<file path="src/rtl/mips_pkg.sv">
// Shared opcodes, LSU state encoding and address-check helpers
// for the MIPS load/store unit.
package mips_pkg;

    localparam logic [5:0] OP_LB  = 6'h20;
    localparam logic [5:0] OP_LH  = 6'h21;
    localparam logic [5:0] OP_LWL = 6'h22;
    localparam logic [5:0] OP_LW  = 6'h23;
    localparam logic [5:0] OP_LBU = 6'h24;
    localparam logic [5:0] OP_LHU = 6'h25;
    localparam logic [5:0] OP_LWR = 6'h26;
    localparam logic [5:0] OP_SB  = 6'h28;
    localparam logic [5:0] OP_SH  = 6'h29;
    localparam logic [5:0] OP_SW  = 6'h2B;

    typedef enum logic [1:0] {
        IDLE,
        BUS,
        WB,
        ERR
    } lsu_state_t;

    function automatic logic is_store(input logic [5:0] op);
        return (op == OP_SB) || (op == OP_SH) || (op == OP_SW);
    endfunction

    function automatic logic op_valid(input logic [5:0] op);
        return (op inside {OP_LB, OP_LH, OP_LWL, OP_LW, OP_LBU,
                           OP_LHU, OP_LWR, OP_SB, OP_SH, OP_SW});
    endfunction

    function automatic logic misaligned(input logic [5:0] op,
                                        input logic [1:0] ea_lo);
        case (op)
            OP_LH, OP_LHU, OP_SH: return ea_lo[0];
            OP_LW, OP_SW:         return ea_lo != 2'b00;
            default:              return 1'b0;
        endcase
    endfunction

endpackage

</file>
<file path="src/rtl/load_align.sv">
// Places loaded memory bytes onto register lanes and selects
// which register bytes the load writes.
module load_align
    import mips_pkg::*;
(
    input  logic [5:0]  i_opcode,
    input  logic [1:0]  i_ea_lo,
    input  logic [31:0] i_rdata,
    output logic [31:0] o_data,
    output logic [3:0]  o_be
);

    logic [7:0]  w_byte;
    logic [15:0] w_half;
    logic [4:0]  w_lsh;
    logic [4:0]  w_rsh;

    assign w_byte = i_rdata[{i_ea_lo, 3'b000} +: 8];
    assign w_half = i_ea_lo[1] ? i_rdata[31:16] : i_rdata[15:0];
    // LWL shifts left by 3-k bytes; 3-k == ~k for a 2-bit k
    assign w_lsh  = {~i_ea_lo, 3'b000};
    assign w_rsh  = {i_ea_lo, 3'b000};

    always_comb begin
        o_data = '0;
        o_be   = 4'b1111;
        case (i_opcode)
            OP_LB:   o_data = {{24{w_byte[7]}}, w_byte};
            OP_LBU:  o_data = {24'h0, w_byte};
            OP_LH:   o_data = {{16{w_half[15]}}, w_half};
            OP_LHU:  o_data = {16'h0, w_half};
            OP_LW:   o_data = i_rdata;
            OP_LWL: begin
                o_data = i_rdata << w_lsh;
                o_be   = 4'b1111 << (~i_ea_lo);
            end
            OP_LWR: begin
                o_data = i_rdata >> w_rsh;
                o_be   = 4'b1111 >> i_ea_lo;
            end
            default: o_be = 4'b0000;
        endcase
    end

endmodule

</file>
<file path="src/rtl/load_store_unit.sv">
// MIPS load/store unit: one Avalon-style bus transaction per
// instruction, with watchdog abort and regfile load writeback.
module load_store_unit
    import mips_pkg::*;
#(
    parameter int MAX_WAIT = 256
) (
    input  logic        clk,
    input  logic        rst,
    input  logic        start,
    input  logic [5:0]  opcode,
    input  logic [31:0] base,
    input  logic [15:0] offset,
    input  logic [31:0] store_data,
    output logic        busy,
    output logic        done,
    output logic        error,
    output logic [31:0] address,
    output logic        read,
    output logic        write,
    output logic [3:0]  byteenable,
    output logic [31:0] writedata,
    input  logic [31:0] readdata,
    input  logic        waitrequest,
    output logic        write_enable_ld,
    output logic [31:0] write_data_ld,
    output logic [3:0]  byteenable_ld
);

    localparam int WDW = $clog2(MAX_WAIT + 1);
    localparam logic [WDW-1:0] WD_LAST = WDW'(MAX_WAIT - 1);

    lsu_state_t     r_state;
    lsu_state_t     w_next;
    logic [31:0]    r_ea;
    logic [5:0]     r_op;
    logic [3:0]     r_be;
    logic [31:0]    r_wdata;
    logic [31:0]    r_rdata;
    logic [WDW-1:0] r_wd;

    logic [31:0]    w_ea;
    logic [3:0]     w_be;
    logic [31:0]    w_wdata;
    logic           w_store;
    logic           w_abort;
    logic [31:0]    w_ld_data;
    logic [3:0]     w_ld_be;

    assign w_ea    = base + {{16{offset[15]}}, offset};
    assign w_store = is_store(r_op);
    assign w_abort = (r_state == BUS) && waitrequest && (r_wd == WD_LAST);

    // Store lanes are resolved at issue so the bus sees registered values
    always_comb begin
        w_be    = 4'b1111;
        w_wdata = '0;
        case (opcode)
            OP_SB: begin
                w_be    = 4'b0001 << w_ea[1:0];
                w_wdata = {4{store_data[7:0]}};
            end
            OP_SH: begin
                w_be    = w_ea[1] ? 4'b1100 : 4'b0011;
                w_wdata = {2{store_data[15:0]}};
            end
            OP_SW:   w_wdata = store_data;
            default: ;
        endcase
    end

    always_comb begin
        w_next          = r_state;
        busy            = 1'b0;
        done            = 1'b0;
        error           = 1'b0;
        read            = 1'b0;
        write           = 1'b0;
        address         = '0;
        byteenable      = '0;
        writedata       = '0;
        write_enable_ld = 1'b0;
        write_data_ld   = '0;
        byteenable_ld   = '0;
        unique case (r_state)
            IDLE: begin
                if (start) begin
                    if (!op_valid(opcode) || misaligned(opcode, w_ea[1:0]))
                        w_next = ERR;
                    else
                        w_next = BUS;
                end
            end
            BUS: begin
                busy       = 1'b1;
                read       = !w_store;
                write      = w_store;
                address    = {r_ea[31:2], 2'b00};
                byteenable = r_be;
                writedata  = r_wdata;
                if (w_abort) begin
                    w_next = ERR;
                end else if (!waitrequest) begin
                    if (w_store) begin
                        done   = 1'b1;
                        w_next = IDLE;
                    end else begin
                        w_next = WB;
                    end
                end
            end
            WB: begin
                busy            = 1'b1;
                done            = 1'b1;
                write_enable_ld = 1'b1;
                write_data_ld   = w_ld_data;
                byteenable_ld   = w_ld_be;
                w_next          = IDLE;
            end
            ERR: begin
                busy   = 1'b1;
                done   = 1'b1;
                error  = 1'b1;
                w_next = IDLE;
            end
        endcase
    end

    always_ff @(posedge clk or posedge rst) begin
        if (rst) begin
            r_state <= IDLE;
            r_ea    <= '0;
            r_op    <= '0;
            r_be    <= '0;
            r_wdata <= '0;
            r_rdata <= '0;
            r_wd    <= '0;
        end else begin
            r_state <= w_next;
            if (r_state == IDLE && start) begin
                r_ea    <= w_ea;
                r_op    <= opcode;
                r_be    <= w_be;
                r_wdata <= w_wdata;
                r_wd    <= '0;
            end
            if (r_state == BUS && waitrequest && !w_abort)
                r_wd <= r_wd + 1'b1;
            if (r_state == BUS && !waitrequest && !w_store)
                r_rdata <= readdata;
        end
    end

    load_align u_align (
        .i_opcode (r_op),
        .i_ea_lo  (r_ea[1:0]),
        .i_rdata  (r_rdata),
        .o_data   (w_ld_data),
        .o_be     (w_ld_be)
    );

endmodule

</file>
<file path="config.mk">
export PLATFORM = sky130hd
export DESIGN_NAME = load_store_unit
export DESIGN_NICKNAME = d
export VERILOG_FILES = /design/src/rtl/mips_pkg.sv /design/src/rtl/load_align.sv /design/src/rtl/load_store_unit.sv
export SDC_FILE = /design/constraint.sdc
export NUM_CORES = 1
export LEC_CHECK = 0
export ABC_AREA = 1
export CAP_MARGIN = 15
export CORE_UTILIZATION = 45
export DETAILED_ROUTE_END_ITERATION = 8
export GPL_TIMING_DRIVEN = 0
export PLACE_DENSITY = 0.77
export SETUP_SLACK_MARGIN = 0.1
export SLEW_MARGIN = 25
export SYNTH_ARGS = -nofsm -noshare
export SYNTH_HDL_FRONTEND = slang
export SYNTH_SLANG_ARGS = --single-unit
</file>
<file path="constraint.sdc">
create_clock -name clk -period 3.9 [get_ports clk]
set_input_delay 0.585 -clock clk [delete_from_list [all_inputs] [get_ports clk]]
set_output_delay 0.585 -clock clk [all_outputs]
set_load 0.005 [all_outputs]
</file>
==> impl_summary.md <==
CTS
TritonCTS created 17 clock buffers. The root cell of the clock tree is sky130_fd_sc_hd__clkbuf_16. The depth of the CTS H-tree is 4.

The number of setup buffers added after CTS is 0. At the later pin of the worst-skew pair, clock insertion delay measures 0.42 ns. The clock sink count is 117. TritonCTS built the clock tree. Clock-pin slew was measured on the worst setup and hold paths at 0.05 ns. No sink is reached through more buffers than the 2 on the longest clock path. The quantity of hold-fixing buffers added after cts is 0. In this run, post-CTS repair resized a total of 0 instances.

Drt
The count of routing violations after the opening detailed-route iteration is 756. Dividing the detail-routed via count by the number of cells gives 5.19. Summed over all layers, the routed wires come to 31800 µm. The routed layout has 10300 vias.

The first detailed-routing pass ran for 5 iterations. The number of routed nets with antenna violations is 0. The post-route DRC violation count is 0. After detailed routing, the average wire length per cell comes to 16.0 µm.

STA
Setup repair after global routing left no endpoint under its margin. The accumulated negative setup slack is 0 ns. The worst path needs 3.43 ns of the cycle, external delays included. The final period utilization is 88.1%. The worst max-slew margin expressed relative to the limit is 47.6%.

Derived from the worst setup path, the maximum achievable clock frequency is 291 MHz. The tightest hold path in the finished design has a slack of 0.481 ns. At the pin with the least slew margin, the transition time is 0.781 ns. The final clock skew is 0.00904 ns. The final-report setup violation count is 0. The total count of hold-check failures in the final report is 0.

The number of pins exceeding their max-slew limit in the final report came to 0.

Place
The wire-length estimate of the detail-placed layout is 24500 µm. The last weighted congestion value of the routability-driven placer is 0.992. Once placement completed, the tool counted placed cells totaling 1961. Port buffering added 228 buffers.

Floorplan
The initial standard-cell utilization of the core is 46.0%. The die is 146 µm tall. The number of placement rows is 52. The horizontal die dimension is 146 µm. The core region area is 0.0202 mm².

The die covers 0.0213 mm². The number of placed I/O pins is 232.

Run
Max-cap violations in this run came to 0.

Pwr
The total design power is 6.71 mW. The sequential group share of total power is 28.5%. For this design the ratio of total power to cell area is 535 mW/mm². The portion of total power attributed to combinational logic is 48.4%.

The portion of total power attributed to the clock network is 23.0%. Net switching is 43.0% of the power. IR analysis of the VDD net gives a maximum drop of 0.000344 V. The internal cell power is 3.83 mW.

For this design the total switching power over the nets is 2.89 mW. The analysis attributes to cell leakage a power of 6.15 nW.

Setup path
Data arrives at the worst endpoint at 2.85 ns. The critical path contains buffers and inverters numbering 3 combined. The largest individual stage delay along the critical path comes from the cell sky130_fd_sc_hd__clkdlybuf4s50_1.

The type of the worst setup path is reg -> out. In this run the critical register-to-register path is captured at r_wd[7]. The critical path launch point type is a flop.

In this run the register-to-register setup slack is 1.84 ns. The worst register-to-register path begins at r_wd[0]. The worst setup path is captured at a primary output. In this run the worst path has a maximum fanout of 8.

The logic depth of the worst register-to-register path is 13. Among cell families on the critical path, the largest total delay comes from simple AND/OR/NAND/NOR gates. The signal on the critical path passes through inv_1 > nand2_1 > inv_2 > nand3_2 > nor2_4 > nand2_2 > nand2_2 > nand2_1 > a31oi_1 > clkdlybuf4s50_1. The delay of the slowest critical-path stage is 0.56 ns.

The data required time at the worst endpoint is 3.31 ns.

Logic synthesis
The share of flip-flops with an asynchronous set or reset after synthesis is 100%. The leading area contributor after synthesis is sky130_fd_sc_hd__dfrtp_1. The top cell type by area accounts for 31.5% of the synthesized area. The basic-gate share of the synthesized area counting and, or, nand and nor cells is 32.4%. The share of synthesized area occupied by flip-flops and latches is 31.5%. By area, the combinational part of the netlist is dominated by simple AND/OR/NAND/NOR gates. The total of warnings raised by yosys is 0. The area share of xor/xnor cells in the synthesized design is 1.13%. The cell area after synthesis is 0.00931 mm². The primary flip-flop cell chosen by synthesis mapping is sky130_fd_sc_hd__dfrtp_1. The area fraction in compound gates after synthesis is 15.5%. The synthesized area per cell is 6.37 µm². The number of flops mapped to enable cells by yosys is 0. The flop and latch count out of synthesis is 117. Ranked by total cell area, the synthesized netlist is headed by sky130_fd_sc_hd__dfrtp_1 (31%), sky130_fd_sc_hd__nand2_1 (18%), sky130_fd_sc_hd__inv_1 (10%).

The count of unique library cells instantiated by Yosys is 49. The number of standard cells after synthesis is 1461. Of the post-synthesis cell area, the part taken by muxes is 1.48%. The adder-cell share of the synthesized area is 4.65%.

Final layout
For this run, the number of standard cells in the final layout without fillers is 1990. The final cell utilization of the core is 62.0%. The proportion of layout cells with a drive suffix above 1 is 7.03%. The number of diodes is 0.

The area growth from synthesis to layout is 34.7%. The final net count is 1866. The number of filler instances in the final layout is 1911.

Worst hold path
The startpoint of the worst hold path is r_ea[11]. The end of the worst hold path is r_ea[11]. The number of cells on the worst hold path is 2.

The path class of the tightest hold or removal check is reg -> reg.

GRT
The via count of the first global-routing pass is 9790. The first global-routing pass estimated 50700 µm of wire. Entering global routing, the biggest net connects 92 pins. The combined global-route utilization of all metal layers is 30.3%. Global routing finished with a remaining overflow of 0. The initial antenna violation count is 0.

Run status
The flow ran to the end, and the final reports show no timing, DRC or antenna violations.
[cells in the mapped netlist (2+ instances only)]
cell type                  instances
sky130_fd_sc_hd__a21oi_1          61
sky130_fd_sc_hd__a21oi_2          20
sky130_fd_sc_hd__a22oi_1           2
sky130_fd_sc_hd__a31oi_1          15
sky130_fd_sc_hd__buf_2            15
sky130_fd_sc_hd__buf_4             4
sky130_fd_sc_hd__buf_6             5
sky130_fd_sc_hd__clkbuf_1         22
sky130_fd_sc_hd__clkinv_1          2
sky130_fd_sc_hd__dfrtp_1         117
sky130_fd_sc_hd__ha_1             33
sky130_fd_sc_hd__inv_1           253
sky130_fd_sc_hd__inv_2             9
sky130_fd_sc_hd__mux2_2            6
sky130_fd_sc_hd__mux2_4            4
sky130_fd_sc_hd__nand2_1         436
sky130_fd_sc_hd__nand2_2           7
sky130_fd_sc_hd__nand2_4           5
sky130_fd_sc_hd__nand3_1          77
sky130_fd_sc_hd__nand3_4           2
sky130_fd_sc_hd__nand3b_1          3
sky130_fd_sc_hd__nand4_1           5
sky130_fd_sc_hd__nor2_1          174
sky130_fd_sc_hd__nor2_4            5
sky130_fd_sc_hd__nor3_1           10
sky130_fd_sc_hd__o211ai_1          8
sky130_fd_sc_hd__o21a_1            2
sky130_fd_sc_hd__o21ai_0          91
sky130_fd_sc_hd__o21ai_1          10
sky130_fd_sc_hd__o21ai_2           3
sky130_fd_sc_hd__o21bai_1          3
sky130_fd_sc_hd__o221ai_1          5
sky130_fd_sc_hd__o22ai_1          19
sky130_fd_sc_hd__o31ai_1           2
sky130_fd_sc_hd__xnor2_1          12
[worst register-to-register path: cells and delay by family, from the launching register on]
family	cells	cell delay, ns
AO/OA/AOI/OAI	2	0.24
AND/OR/NAND/NOR	7	0.68
buffers and inverters	2	0.21
flip-flops	1	0.40
adder cells (fa/ha/maj)	2	0.45
[logic make-up after synthesis]
| logic type | Yosys count |
|---|---|
| AOI/OAI and AO/OA | 246 |
| xor gates and xnor gates | 12 |
| adders and majority gates | 34 |
| buffers and inverters | 311 |
| DFF | 117 |
| muxes | 11 |
| other | 1 |
| and+or+nand+nor | 729 |
[power by group through the flow]
stage	combinational (mW)	sequential, mW	clock (mW)
2_1_floorplan	2.01	1.82	0
3_3_place_gp	3.16	1.91	0
3_5_place_dp	3.20	1.91	0
4_1_cts	3.22	1.90	1.55
5_1_grt	3.59	1.95	1.61
6_report	3.25	1.92	1.55
[area by class of cell]
cell class | instances | area, µm² | share of cell area, %
clock inverters | 8 | 103 | 0.818
plain buffers | 47 | 248 | 1.98
clock buffers | 21 | 470 | 3.75
flip-flops and latches | 117 | 2930 | 23.4
inverters | 264 | 998 | 7.96
repair buffers | 229 | 2310 | 18.4
well taps | 270 | 338 | 2.69
multi-input cells | 1034 | 5140 | 41.0
[sequential cells by signal, summed over array words and instances (netlist names)]
register,flops
r_wd,9
r_ea,32
r_rdata,32
r_wdata,32
r_be,4
r_op,6
r_state,2
[worst max path at each step]
stage               startpoint               end  slack, ns  depth (start not counted)
floorplan                  rst           r_be[0]       0.21                          1
global placement           rst       r_wdata[20]      -1.56                          2
detailed placement  offset[15]          r_ea[26]       0.92                         11
CTS                 r_state[1]       address[21]       0.56                          6
global route        r_state[1]       address[18]       0.42                          6
finish                 r_op[0]  write_data_ld[4]       0.47                         10
[metrics by stage]
stage          setup WS (ns)  instance area (µm²)
4_1_cts                0.558                12500
3_5_place_dp           0.923                12000
2_1_floorplan          0.214                 9310
6_report               0.466                12500
5_1_grt                0.415                12500
3_3_place_gp           -1.56                11900
[metal layers]
layer  global-route usage, %  up-vias  part of all wire (%)
li1                        -     5074                     -
met1                    39.9     4731                    42
met2                    48.6      434                    46
met3                    5.24       81                   7.6
met4                    13.4        0                   3.5
met5                       0        -                     0
[cell usage in the layout, fill, tap and decap left out, types with 4 or more instances in the layout]
cell / instances
sky130_fd_sc_hd__a21oi_1: 61
sky130_fd_sc_hd__a21oi_2: 20
sky130_fd_sc_hd__a31oi_1: 15
sky130_fd_sc_hd__buf_2: 15
sky130_fd_sc_hd__buf_4: 4
sky130_fd_sc_hd__buf_6: 5
sky130_fd_sc_hd__clkbuf_1: 23
sky130_fd_sc_hd__clkbuf_16: 17
sky130_fd_sc_hd__clkdlybuf4s50_1: 228
sky130_fd_sc_hd__dfrtp_1: 117
sky130_fd_sc_hd__ha_1: 33
sky130_fd_sc_hd__inv_1: 252
sky130_fd_sc_hd__inv_2: 9
sky130_fd_sc_hd__mux2_2: 6
sky130_fd_sc_hd__mux2_4: 4
sky130_fd_sc_hd__nand2_1: 436
sky130_fd_sc_hd__nand2_2: 7
sky130_fd_sc_hd__nand2_4: 5
sky130_fd_sc_hd__nand3_1: 77
sky130_fd_sc_hd__nand4_1: 5
sky130_fd_sc_hd__nor2_1: 174
sky130_fd_sc_hd__nor2_4: 5
sky130_fd_sc_hd__nor3_1: 10
sky130_fd_sc_hd__o211ai_1: 8
sky130_fd_sc_hd__o21ai_0: 91
sky130_fd_sc_hd__o21ai_1: 10
sky130_fd_sc_hd__o221ai_1: 5
sky130_fd_sc_hd__o22ai_1: 19
sky130_fd_sc_hd__xnor2_1: 12
Power figures use the tool's default switching activity.
